**src/rtl/cpu_pkg.sv**
```systemverilog
// Shared CPU definitions: write-back source encodings, memory FSM states and default widths.
package cpu_pkg;

  localparam int unsigned DEFAULT_BIT_WIDTH           = 32;
  localparam int unsigned DEFAULT_REG_INDEX_BIT_WIDTH = 4;

  localparam logic [1:0] DST_ALU = 2'b00;
  localparam logic [1:0] DST_MEM = 2'b01;
  localparam logic [1:0] DST_PC  = 2'b10;

  typedef enum logic {
    IDLE = 1'b0,
    WAIT = 1'b1
  } mem_state_e;

endpackage

```
**src/rtl/mem_wb_buffer.sv**
```systemverilog
// MEM/WB register bank: a plain enabled register primitive plus the bank that
// inserts a bubble (write enable cleared, other fields held) on stalled cycles.
module register_prim #(
  parameter int unsigned WIDTH = 1
) (
  input  logic             clk,
  input  logic             rst_n,
  input  logic             en,
  input  logic [WIDTH-1:0] d,
  output logic [WIDTH-1:0] q
);

  always_ff @(posedge clk or negedge rst_n) begin
    if (!rst_n)  q <= '0;
    else if (en) q <= d;
  end

endmodule

module mem_wb_buffer
  import cpu_pkg::*;
#(
  parameter int unsigned BIT_WIDTH           = DEFAULT_BIT_WIDTH,
  parameter int unsigned REG_INDEX_BIT_WIDTH = DEFAULT_REG_INDEX_BIT_WIDTH
) (
  input  logic                           clk,
  input  logic                           rst_n,
  input  logic                           bubble,
  input  logic [BIT_WIDTH-1:0]           data_in,
  input  logic [REG_INDEX_BIT_WIDTH-1:0] dst_ind_in,
  input  logic [1:0]                     dst_mux_in,
  input  logic                           reg_wrt_en_in,
  output logic [BIT_WIDTH-1:0]           data_out,
  output logic [REG_INDEX_BIT_WIDTH-1:0] dst_ind_out,
  output logic [1:0]                     dst_mux_out,
  output logic                           reg_wrt_en_out
);

  localparam int unsigned W = BIT_WIDTH + REG_INDEX_BIT_WIDTH + 3;

  logic [W-1:0] d;
  logic [W-1:0] q;

  // Bubble keeps the payload fields and only drops the write enable.
  always_comb begin
    d = {data_in, dst_ind_in, dst_mux_in, reg_wrt_en_in};
    if (bubble) d = {q[W-1:1], 1'b0};
  end

  register_prim #(.WIDTH(W)) u_reg (
    .clk   (clk),
    .rst_n (rst_n),
    .en    (1'b1),
    .d     (d),
    .q     (q)
  );

  assign {data_out, dst_ind_out, dst_mux_out, reg_wrt_en_out} = q;

endmodule

```
**src/rtl/mem_stage.sv**
```systemverilog
// Memory-access pipeline stage: drives the data-memory handshake, stalls upstream
// while an access is outstanding, and registers results as the MEM/WB register.
module mem_stage
  import cpu_pkg::*;
#(
  parameter int unsigned BIT_WIDTH           = DEFAULT_BIT_WIDTH,
  parameter int unsigned REG_INDEX_BIT_WIDTH = DEFAULT_REG_INDEX_BIT_WIDTH,
  parameter int unsigned TIMEOUT_CYCLES      = 255
) (
  input  logic                           clk,
  input  logic                           reset,
  input  logic [BIT_WIDTH-1:0]           alu_res_in,
  input  logic [BIT_WIDTH-1:0]           src1_in,
  input  logic [REG_INDEX_BIT_WIDTH-1:0] dst_ind_in,
  input  logic [1:0]                     dst_mux_in,
  input  logic                           mem_wrt_en_in,
  input  logic                           reg_file_wrt_en_in,
  output logic                           dmem_req,
  output logic                           dmem_we,
  output logic [BIT_WIDTH-1:0]           dmem_addr,
  output logic [BIT_WIDTH-1:0]           dmem_wdata,
  input  logic [BIT_WIDTH-1:0]           dmem_rdata,
  input  logic                           dmem_ready,
  output logic                           stall_out,
  output logic [BIT_WIDTH-1:0]           wb_data_out,
  output logic [REG_INDEX_BIT_WIDTH-1:0] wb_dst_ind_out,
  output logic [1:0]                     wb_dst_mux_out,
  output logic                           wb_reg_wrt_en_out,
  output logic                           mem_err_out
);

  localparam int unsigned CNT_W = $clog2(TIMEOUT_CYCLES + 1);

  mem_state_e state, state_nxt;
  logic [CNT_W-1:0] cnt;

  logic [BIT_WIDTH-1:0]           hold_addr, hold_wdata;
  logic [REG_INDEX_BIT_WIDTH-1:0] hold_dst_ind;
  logic [1:0]                     hold_dst_mux;
  logic                           hold_we, hold_is_load;

  logic is_load, is_store, access;
  logic req_c, we_c, capture, abort, bubble;
  logic [BIT_WIDTH-1:0]           wb_data_d;
  logic [REG_INDEX_BIT_WIDTH-1:0] wb_dst_ind_d;
  logic [1:0]                     wb_dst_mux_d;
  logic                           wb_reg_wrt_en_d;

  assign is_load  = reg_file_wrt_en_in && (dst_mux_in == DST_MEM);
  assign is_store = mem_wrt_en_in;
  assign access   = is_load || is_store;

  // Reset gates the request so a pending bus transaction is dropped at once.
  assign dmem_req = reset && req_c;
  assign dmem_we  = reset && we_c;

  always_ff @(posedge clk or negedge reset) begin
    if (!reset) state <= IDLE;
    else        state <= state_nxt;
  end

  always_comb begin
    state_nxt       = state;
    req_c           = 1'b0;
    we_c            = 1'b0;
    dmem_addr       = alu_res_in;
    dmem_wdata      = src1_in;
    stall_out       = 1'b0;
    capture         = 1'b0;
    abort           = 1'b0;
    bubble          = 1'b0;
    wb_data_d       = alu_res_in;
    wb_dst_ind_d    = dst_ind_in;
    wb_dst_mux_d    = dst_mux_in;
    wb_reg_wrt_en_d = reg_file_wrt_en_in;
    case (state)
      IDLE: begin
        if (access) begin
          req_c           = 1'b1;
          we_c            = is_store;
          wb_reg_wrt_en_d = is_load;
          if (is_load) wb_data_d = dmem_rdata;
          if (!dmem_ready) begin
            stall_out = 1'b1;
            bubble    = 1'b1;
            capture   = 1'b1;
            state_nxt = WAIT;
          end
        end
      end
      WAIT: begin
        req_c           = 1'b1;
        we_c            = hold_we;
        dmem_addr       = hold_addr;
        dmem_wdata      = hold_wdata;
        wb_data_d       = hold_is_load ? dmem_rdata : hold_addr;
        wb_dst_ind_d    = hold_dst_ind;
        wb_dst_mux_d    = hold_dst_mux;
        wb_reg_wrt_en_d = hold_is_load;
        if (dmem_ready) begin
          state_nxt = IDLE;
        end else if (cnt == CNT_W'(TIMEOUT_CYCLES - 1)) begin
          // Abort completes the access with zero read data.
          abort     = 1'b1;
          state_nxt = IDLE;
          if (hold_is_load) wb_data_d = '0;
        end else begin
          stall_out = 1'b1;
          bubble    = 1'b1;
        end
      end
      default: state_nxt = IDLE;
    endcase
  end

  always_ff @(posedge clk or negedge reset) begin
    if (!reset) begin
      cnt          <= '0;
      hold_addr    <= '0;
      hold_wdata   <= '0;
      hold_dst_ind <= '0;
      hold_dst_mux <= '0;
      hold_we      <= 1'b0;
      hold_is_load <= 1'b0;
      mem_err_out  <= 1'b0;
    end else begin
      if (capture) begin
        hold_addr    <= alu_res_in;
        hold_wdata   <= src1_in;
        hold_dst_ind <= dst_ind_in;
        hold_dst_mux <= dst_mux_in;
        hold_we      <= is_store;
        hold_is_load <= is_load;
      end
      // Timeout counter runs only in WAIT and saturates instead of wrapping.
      if (state == IDLE)                       cnt <= '0;
      else if (cnt != CNT_W'(TIMEOUT_CYCLES))  cnt <= cnt + CNT_W'(1);
      if (abort) mem_err_out <= 1'b1;
    end
  end

  mem_wb_buffer #(
    .BIT_WIDTH           (BIT_WIDTH),
    .REG_INDEX_BIT_WIDTH (REG_INDEX_BIT_WIDTH)
  ) u_mem_wb_buffer (
    .clk            (clk),
    .rst_n          (reset),
    .bubble         (bubble),
    .data_in        (wb_data_d),
    .dst_ind_in     (wb_dst_ind_d),
    .dst_mux_in     (wb_dst_mux_d),
    .reg_wrt_en_in  (wb_reg_wrt_en_d),
    .data_out       (wb_data_out),
    .dst_ind_out    (wb_dst_ind_out),
    .dst_mux_out    (wb_dst_mux_out),
    .reg_wrt_en_out (wb_reg_wrt_en_out)
  );

endmodule

```
**config.mk**
```make
export PLATFORM = sky130hd
export DESIGN_NAME = mem_stage
export DESIGN_NICKNAME = d
export VERILOG_FILES = /design/src/rtl/cpu_pkg.sv /design/src/rtl/mem_wb_buffer.sv /design/src/rtl/mem_stage.sv
export SDC_FILE = /design/constraint.sdc
export NUM_CORES = 1
export LEC_CHECK = 0
export ABC_CLOCK_PERIOD_IN_PS = 3270
export CAP_MARGIN = 20
export CORE_AREA = 2 2 116 231
export CTS_CLUSTER_DIAMETER = 60
export CTS_CLUSTER_SIZE = 25
export DETAILED_ROUTE_END_ITERATION = 10
export DIE_AREA = 0 0 118 233
export GPL_TIMING_DRIVEN = 0
export SYNTH_ARGS = -nofsm -noshare
export SYNTH_HDL_FRONTEND = slang
export SYNTH_SLANG_ARGS = --single-unit
```
**constraint.sdc**
```tcl
create_clock -name clk -period 3.27 [get_ports clk]
set_clock_uncertainty 0.1 [all_clocks]
set_input_delay 0.327 -clock clk [delete_from_list [all_inputs] [get_ports clk]]
set_output_delay 0.327 -clock clk [all_outputs]
set_load 0.005 [all_outputs]
```
# After elaboration in Yosys (flattened, before gate mapping)
# Cells that the tools add are included.
classes:
  add_sub_neg: 1
  eq_ne: 4
  mux: 29
  n_bitwise: 1
  reduce_logical: 4
ops:
  columns: ["cell", "count"]
  rows:
  - ["$mux 32", 8]
  - ["$pmux 32 s2", 1]
  - ["$mux 8", 2]
  - ["$mux 1", 12]
  - ["$add 8x1->8 const B", 1]
  - ["$eq 8x8->1 const B", 1]
  - ["$ne 8x8->1 const B", 1]
  - ["$pmux 1 s2", 4]
  - ["$mux 4", 1]
  - ["$logic_and 1x1->1", 3]
  - ["$eq 2x1->1 const B", 1]
  - ["$mux 2", 1]
  - ["$ne 2x1->1 const B", 1]
  - ["$logic_or 1x1->1", 1]
  - ["$not 1->1", 1]
word_totals:
  reg_bits: 121
  output_inout_bits: 107

# Depth between registers and ports, before layout
# Gate-level depths: netlist of the first run.
depth:
  depth_word: 6
  depth_mapped: 9

# Modules after synthesis
# Synthesis of the first run repeated with hierarchy kept, for this count alone.
hier_totals:
  hier_cells: 596
  hier_area_um2: 7169.4
modules_own_cells:
  columns: ["mod", "n_inst", "cells_each", "area_each_um2"]
  rows:
  - ["mem_stage", 1, 470, 5166.2]
  - ["register_prim", 1, 82, 1493.9]
  - ["mem_wb_buffer", 1, 44, 509.2]

# Worst setup path after synthesis of the first run
# Ideal clock, no wire load.
synth_timing:
  path_kind: "reg-to-output"
  start: "register state"
  end: "output port dmem_addr[0]"
  arrival_time_ps: 1378
  t_required_ps: 2843
  setup_slack_ps: 1465
  path_stages_with_launch: 5
  path_buffers: 3
  cell_sequence: "dfrtp_1 -> buf_2 -> clkbuf_1 -> buf_2 -> mux2_2"
synth_via:
  elab_chain_len: 1
synth_rtl:
  columns: ["item", "line_no", "text"]
  rows:
  - ["start, declared", "mem_stage.sv:34", "mem_state_e state, state_nxt;"]
  - ["start signal, assigned", "mem_stage.sv:59", "else state <= state_nxt;"]
  - ["$mux 32", "mem_stage.sv:76", "case (state)"]
  - ["end, declared", "mem_stage.sv:20", "output logic [BIT_WIDTH-1:0] dmem_addr,"]
# No other way between the ends.

# Worst setup path in the final report of the first run
layout_timing:
  start: "input port dst_mux_in[1]"
  end: "output port stall_out"
layout_via:
  elab_chain_len: 5
layout_rtl:
  columns: ["item", "line_no", "text"]
  rows:
  - ["start, declared", "mem_stage.sv:15", "input logic [1:0] dst_mux_in,"]
  - ["$eq 2x1->1", "mem_stage.sv:49", "assign is_load = reg_file_wrt_en_in && (dst_mux_in == DST_MEM);"]
  - ["$logic_and 1x1->1", "mem_stage.sv:49", null]
  - ["$logic_or 1x1->1", "mem_stage.sv:51", "assign access = is_load || is_store;"]
  - ["$mux 1", "mem_stage.sv:78", "if (access) begin"]
  - ["$pmux 1 s2", "mem_stage.sv:76", null]
  - ["end, declared", "mem_stage.sv:24", "output logic stall_out,"]
# No other way between the ends.

==> metrics.md, run 1 <==
| Metric | Value |
|---|---|
| Mux share of post-synthesis cell area | 0.2608 |
| Area of all placed cells without fillers | 9617 sq um |
| CP Data Required Time | 2.84 ns |
| Final cell utilization of the core | 0.3749 |
| Max Transition Viols Final | 0 |
| TritonRoute pass-1 iters | 4 |
| Setup Viol. Count Final | 0 |
| Minimum clock period | 3.118 ns |
| Max layer used | met4 |
| Maximum fanout along the worst path | 10 |
| Unrepaired setup endpoints after global routing | no |
| Leading cell type in the layout, fill and taps excluded | clkdlybuf4s50_1 |
| Num Clock Sinks | 121 |
| Largest vdd supply drop | 318.5 uV |
| #FFs+latches synth | 121 |
| Number of buffers on the longest clock path | 2 |
| Layout cell share with drive strength beyond 1 | 0.2790 |
| Die area | 27490 sq um |
| Clock latency reported for the late side of the worst-skew pair | 0.43 ns |
| Number of standard cells after synthesis | 588 |
| Post-detailed-placement cell area | 8966 sq um |
| Total DRC errors in the routed layout | 0 |
| Number of nets in the synthesized netlist | 697 |
| Average cell area after synthesis | 10.85 sq um |
| Adder and majority gate portion of the synthesized area | 0.003922 |
| First DRT Iteration DRCs | 242 |
| CP arrival | 2.69 ns |
| Post-route insts no fill | 1178 |
| Final weighted congestion of routability-driven global placement | 0.7678 |
| Static leakage power | 3.971 nW |
| Length of routed wiring on met1 | 7842 microns |
| Multi-input logic area | 3033 sq um |
| All-layer global routing usage | 0.1613 |
| Most Frequent Cell on Critical Path | clkdlybuf4s50_1 |
| CP startpoint kind | primary input |
| Area growth syn-to-layout | 50.74% |
| Via count of the first global-routing pass | 5784 |
| Die Y-Extent | 233 microns |
| Drt total wl | 21890 microns |
| Ys flop type | dfrtp_1 |
| Count of standard-cell rows | 83 |
| EDFF count, synth | 0 |
| Count of nets after finishing | 931 |
| Crit share post-route | 0.9535 |
| DP HPWL | 16310 microns |
| Horizontal die dimension | 118 microns |
| Area of the placeable core | 25650 sq um |
| Via/cell ratio | 4.662 |
| Power density of the placed cells | 600.3 nW/um^2 |
| Wire length of the first global-routing pass | 33240 microns |
| Proportion of netlist area held by the largest area contributor | 0.4746 |
| Category of the worst setup path capture point | output pin |
| Run status | finished clean |
| Total placed cells including tap cells | 1142 |
| TritonCTS buffer count | 17 |
| Largest family of logic cells by synthesized area | multiplexers |
| Simple logic cell fraction of the synthesized area | 0.1049 |
| Number of filler cells placed in the layout | 2573 |
| Crit path kind | in2out |
| Total via count after detailed routing | 5492 |
| Routed length on met3 | 1241 microns |
| Cell taking the most area after synthesis | dfrtp_1 |
| Wire length on met2 | 11790 microns |
| Relative slew slack | 0.5219 |
| Top cells by area in the synthesized netlist | dfrtp_1 (47%), mux2_2 (26%), nand2_1 (5.9%) |
| Worst-path cell with the longest stage delay | clkdlybuf4s50_1 |
| Sequential cell area in the final layout | 3028 sq um |
| Number of violations of the max-capacitance limit | 0 |
| Number of antenna violations at the first check in global routing | 3 |
| Commonest cells after routing, fill and taps aside | clkdlybuf4s50_1 (212), mux2_2 (146), dfrtp_1 (121) |
| Worst reg-to-reg setup slack | 1.01 ns |
| Count of distinct cell types in the synthesized netlist | 39 |
| Cell area after synthesis | 6380 sq um |
| Hold crit path type | in2async |
| Root Buffer Master | clkbuf_16 |
| Post-synth ARST share | 1.000 |
| Clock transition time at the flip-flop clock pins of the worst setup and hold paths | 0.05 ns |
| Pin count of the biggest net entering global routing | 74 |
| Number of hold-slack violations in the final timing report | 0 |
| Smallest hold slack | 0.3207 ns |
| Least-Margin Pin Slew | 0.7171 ns |
| CTS H-tree lvls | 4 |
| Xor-xnor portion of the synthesized cell area | 0.001373 |
| Fmax | 0.3207 GHz |
| Detail Route Antenna Nets | 0 |
| YS warnings | 0 |
| Quantity of I/O buffers inserted on ports | 213 |
| Sequential share of the synthesized area | 0.4746 |
| Cells traversed along the worst timing path | clkdlybuf4s50_1 -> and3b_1 -> buf_2 -> o21ai_4 -> o21a_1 -> buf_4 -> buf_6 -> inv_2 -> clkdlybuf4s50_1 |
| Post-synthesis compound-gate area fraction | 0.1043 |
| Setup repair bufs after CTS | 0 |
| Largest stage delay on the critical path | 0.51 ns |
| CTS tree | done |
| WL per Instance | 18.58 microns |
| Global route total overflow | 0 |
| Total I/O pin count | 214 |
| Summed negative setup slack over all endpoints | 0 ns |
| Starting utilization of the core area | 0.2487 |
==> stage by stage <==
| stage | total power [mW] | worst slack [ns] |
|---|---|---|
| floorplan | 2.802 | 1.465 |
| global placement | 3.727 | -3.672 |
| detailed placement | 3.763 | 0.1434 |
| CTS | 5.879 | 0.02283 |
| global route | 6.091 | 0.05276 |
| finish | 5.773 | 0.1519 |
==> worst paths after layout <==
check,from,cells after the start,to
worst min register to register,mem_err_out$_DFFE_PN0P_,2,mem_err_out$_DFFE_PN0P_
worst max-delay path,dst_mux_in[1],9,stall_out
min in group clk,mem_err_out$_DFFE_PN0P_,2,mem_err_out$_DFFE_PN0P_
max in group asynchronous,reset,3,u_mem_wb_buffer.u_reg.q[29]$_DFFE_PN0N_
worst min-delay path,reset,2,hold_wdata[18]$_DFFE_PN0P_
worst max register to register,cnt[0]$_DFFE_PN0P_,7,u_mem_wb_buffer.u_reg.q[27]$_DFFE_PN0N_
==> worst max-delay path, delay by kind of cell <==
kind            cells  cell delay (ns)
buf+inv             6             1.64
compound gates      2             0.52
simple gates        1             0.18
==> Yosys cell counts, drive strengths merged, types with 2 or more instances <==
| library cell | count |
|---|---|
| a21boi | 2 |
| a21oi | 3 |
| a22o | 2 |
| a31oi | 3 |
| buf | 21 |
| clkbuf | 19 |
| dfrtp | 121 |
| ha | 2 |
| inv | 36 |
| mux2 | 146 |
| mux2i | 2 |
| nand2 | 101 |
| nand2b | 2 |
| nand3 | 36 |
| nand4 | 2 |
| nor2 | 7 |
| o21a | 2 |
| o21ai | 36 |
| o221a | 32 |
==> routing by layer <==
metal,track usage,vias up
li1,-,2554
met2,0.2918,221
met4,0.1069,0
met3,0.04779,56
met5,0,-
met1,0.1579,2661
==> cell type report <==
type,instances,area share
Tap cell,340,0.04424
Antenna cell,3,0.0007806
Buffer,40,0.01926
Clock buffer,24,0.05113
Inverter,36,0.01405
Multi-Input combinational cell,391,0.3154
Sequential cell,121,0.3149
Timing Repair Buffer,215,0.2257
Clock inverter,8,0.01457
==> sequential cells by signal (all words and copies together), names as in the netlist <==
register,cells
u_mem_wb_buffer.u_reg.q,39
hold_addr,32
hold_wdata,32
cnt,8
hold_dst_ind,4
hold_dst_mux,2
hold_is_load,1
hold_we,1
mem_err_out,1
state,1
==> timing repair <==
item                                    CTS  global route
hold buffers                              1             0
endpoints found under the setup margin    0             4
resized for setup                         0             2
hold endpoints to repair                 50             0
==> power by group <==
part           internal, mW  switching, mW
clock network          1.35          0.705
registers              1.83          0.189
logic                  1.05          0.654
==> logic make-up after synthesis <==
kind of cell,Yosys count
XOR/XNOR,1
multiplexers,148
buffers and inverters,76
flip-flops,121
adder cells (fa/ha/maj),2
AND/OR/NAND/NOR,156
AO/OA/AOI/OAI,84
(Power assumes the default switching activity.)
==> inputs of run 2 (changes only) <==
--- a/config.mk
+++ b/config.mk
@@ -12,7 +12,9 @@
 export CTS_CLUSTER_SIZE = 25
 export DETAILED_ROUTE_END_ITERATION = 10
 export DIE_AREA = 0 0 118 233
+export GPL_ROUTABILITY_DRIVEN = 0
 export GPL_TIMING_DRIVEN = 0
 export SYNTH_ARGS = -nofsm -noshare
 export SYNTH_HDL_FRONTEND = slang
 export SYNTH_SLANG_ARGS = --single-unit
+export TNS_END_PERCENT = 50
==> results of run 2 <==
No change in the layout: final DEF, timing and power equal those of run 1.
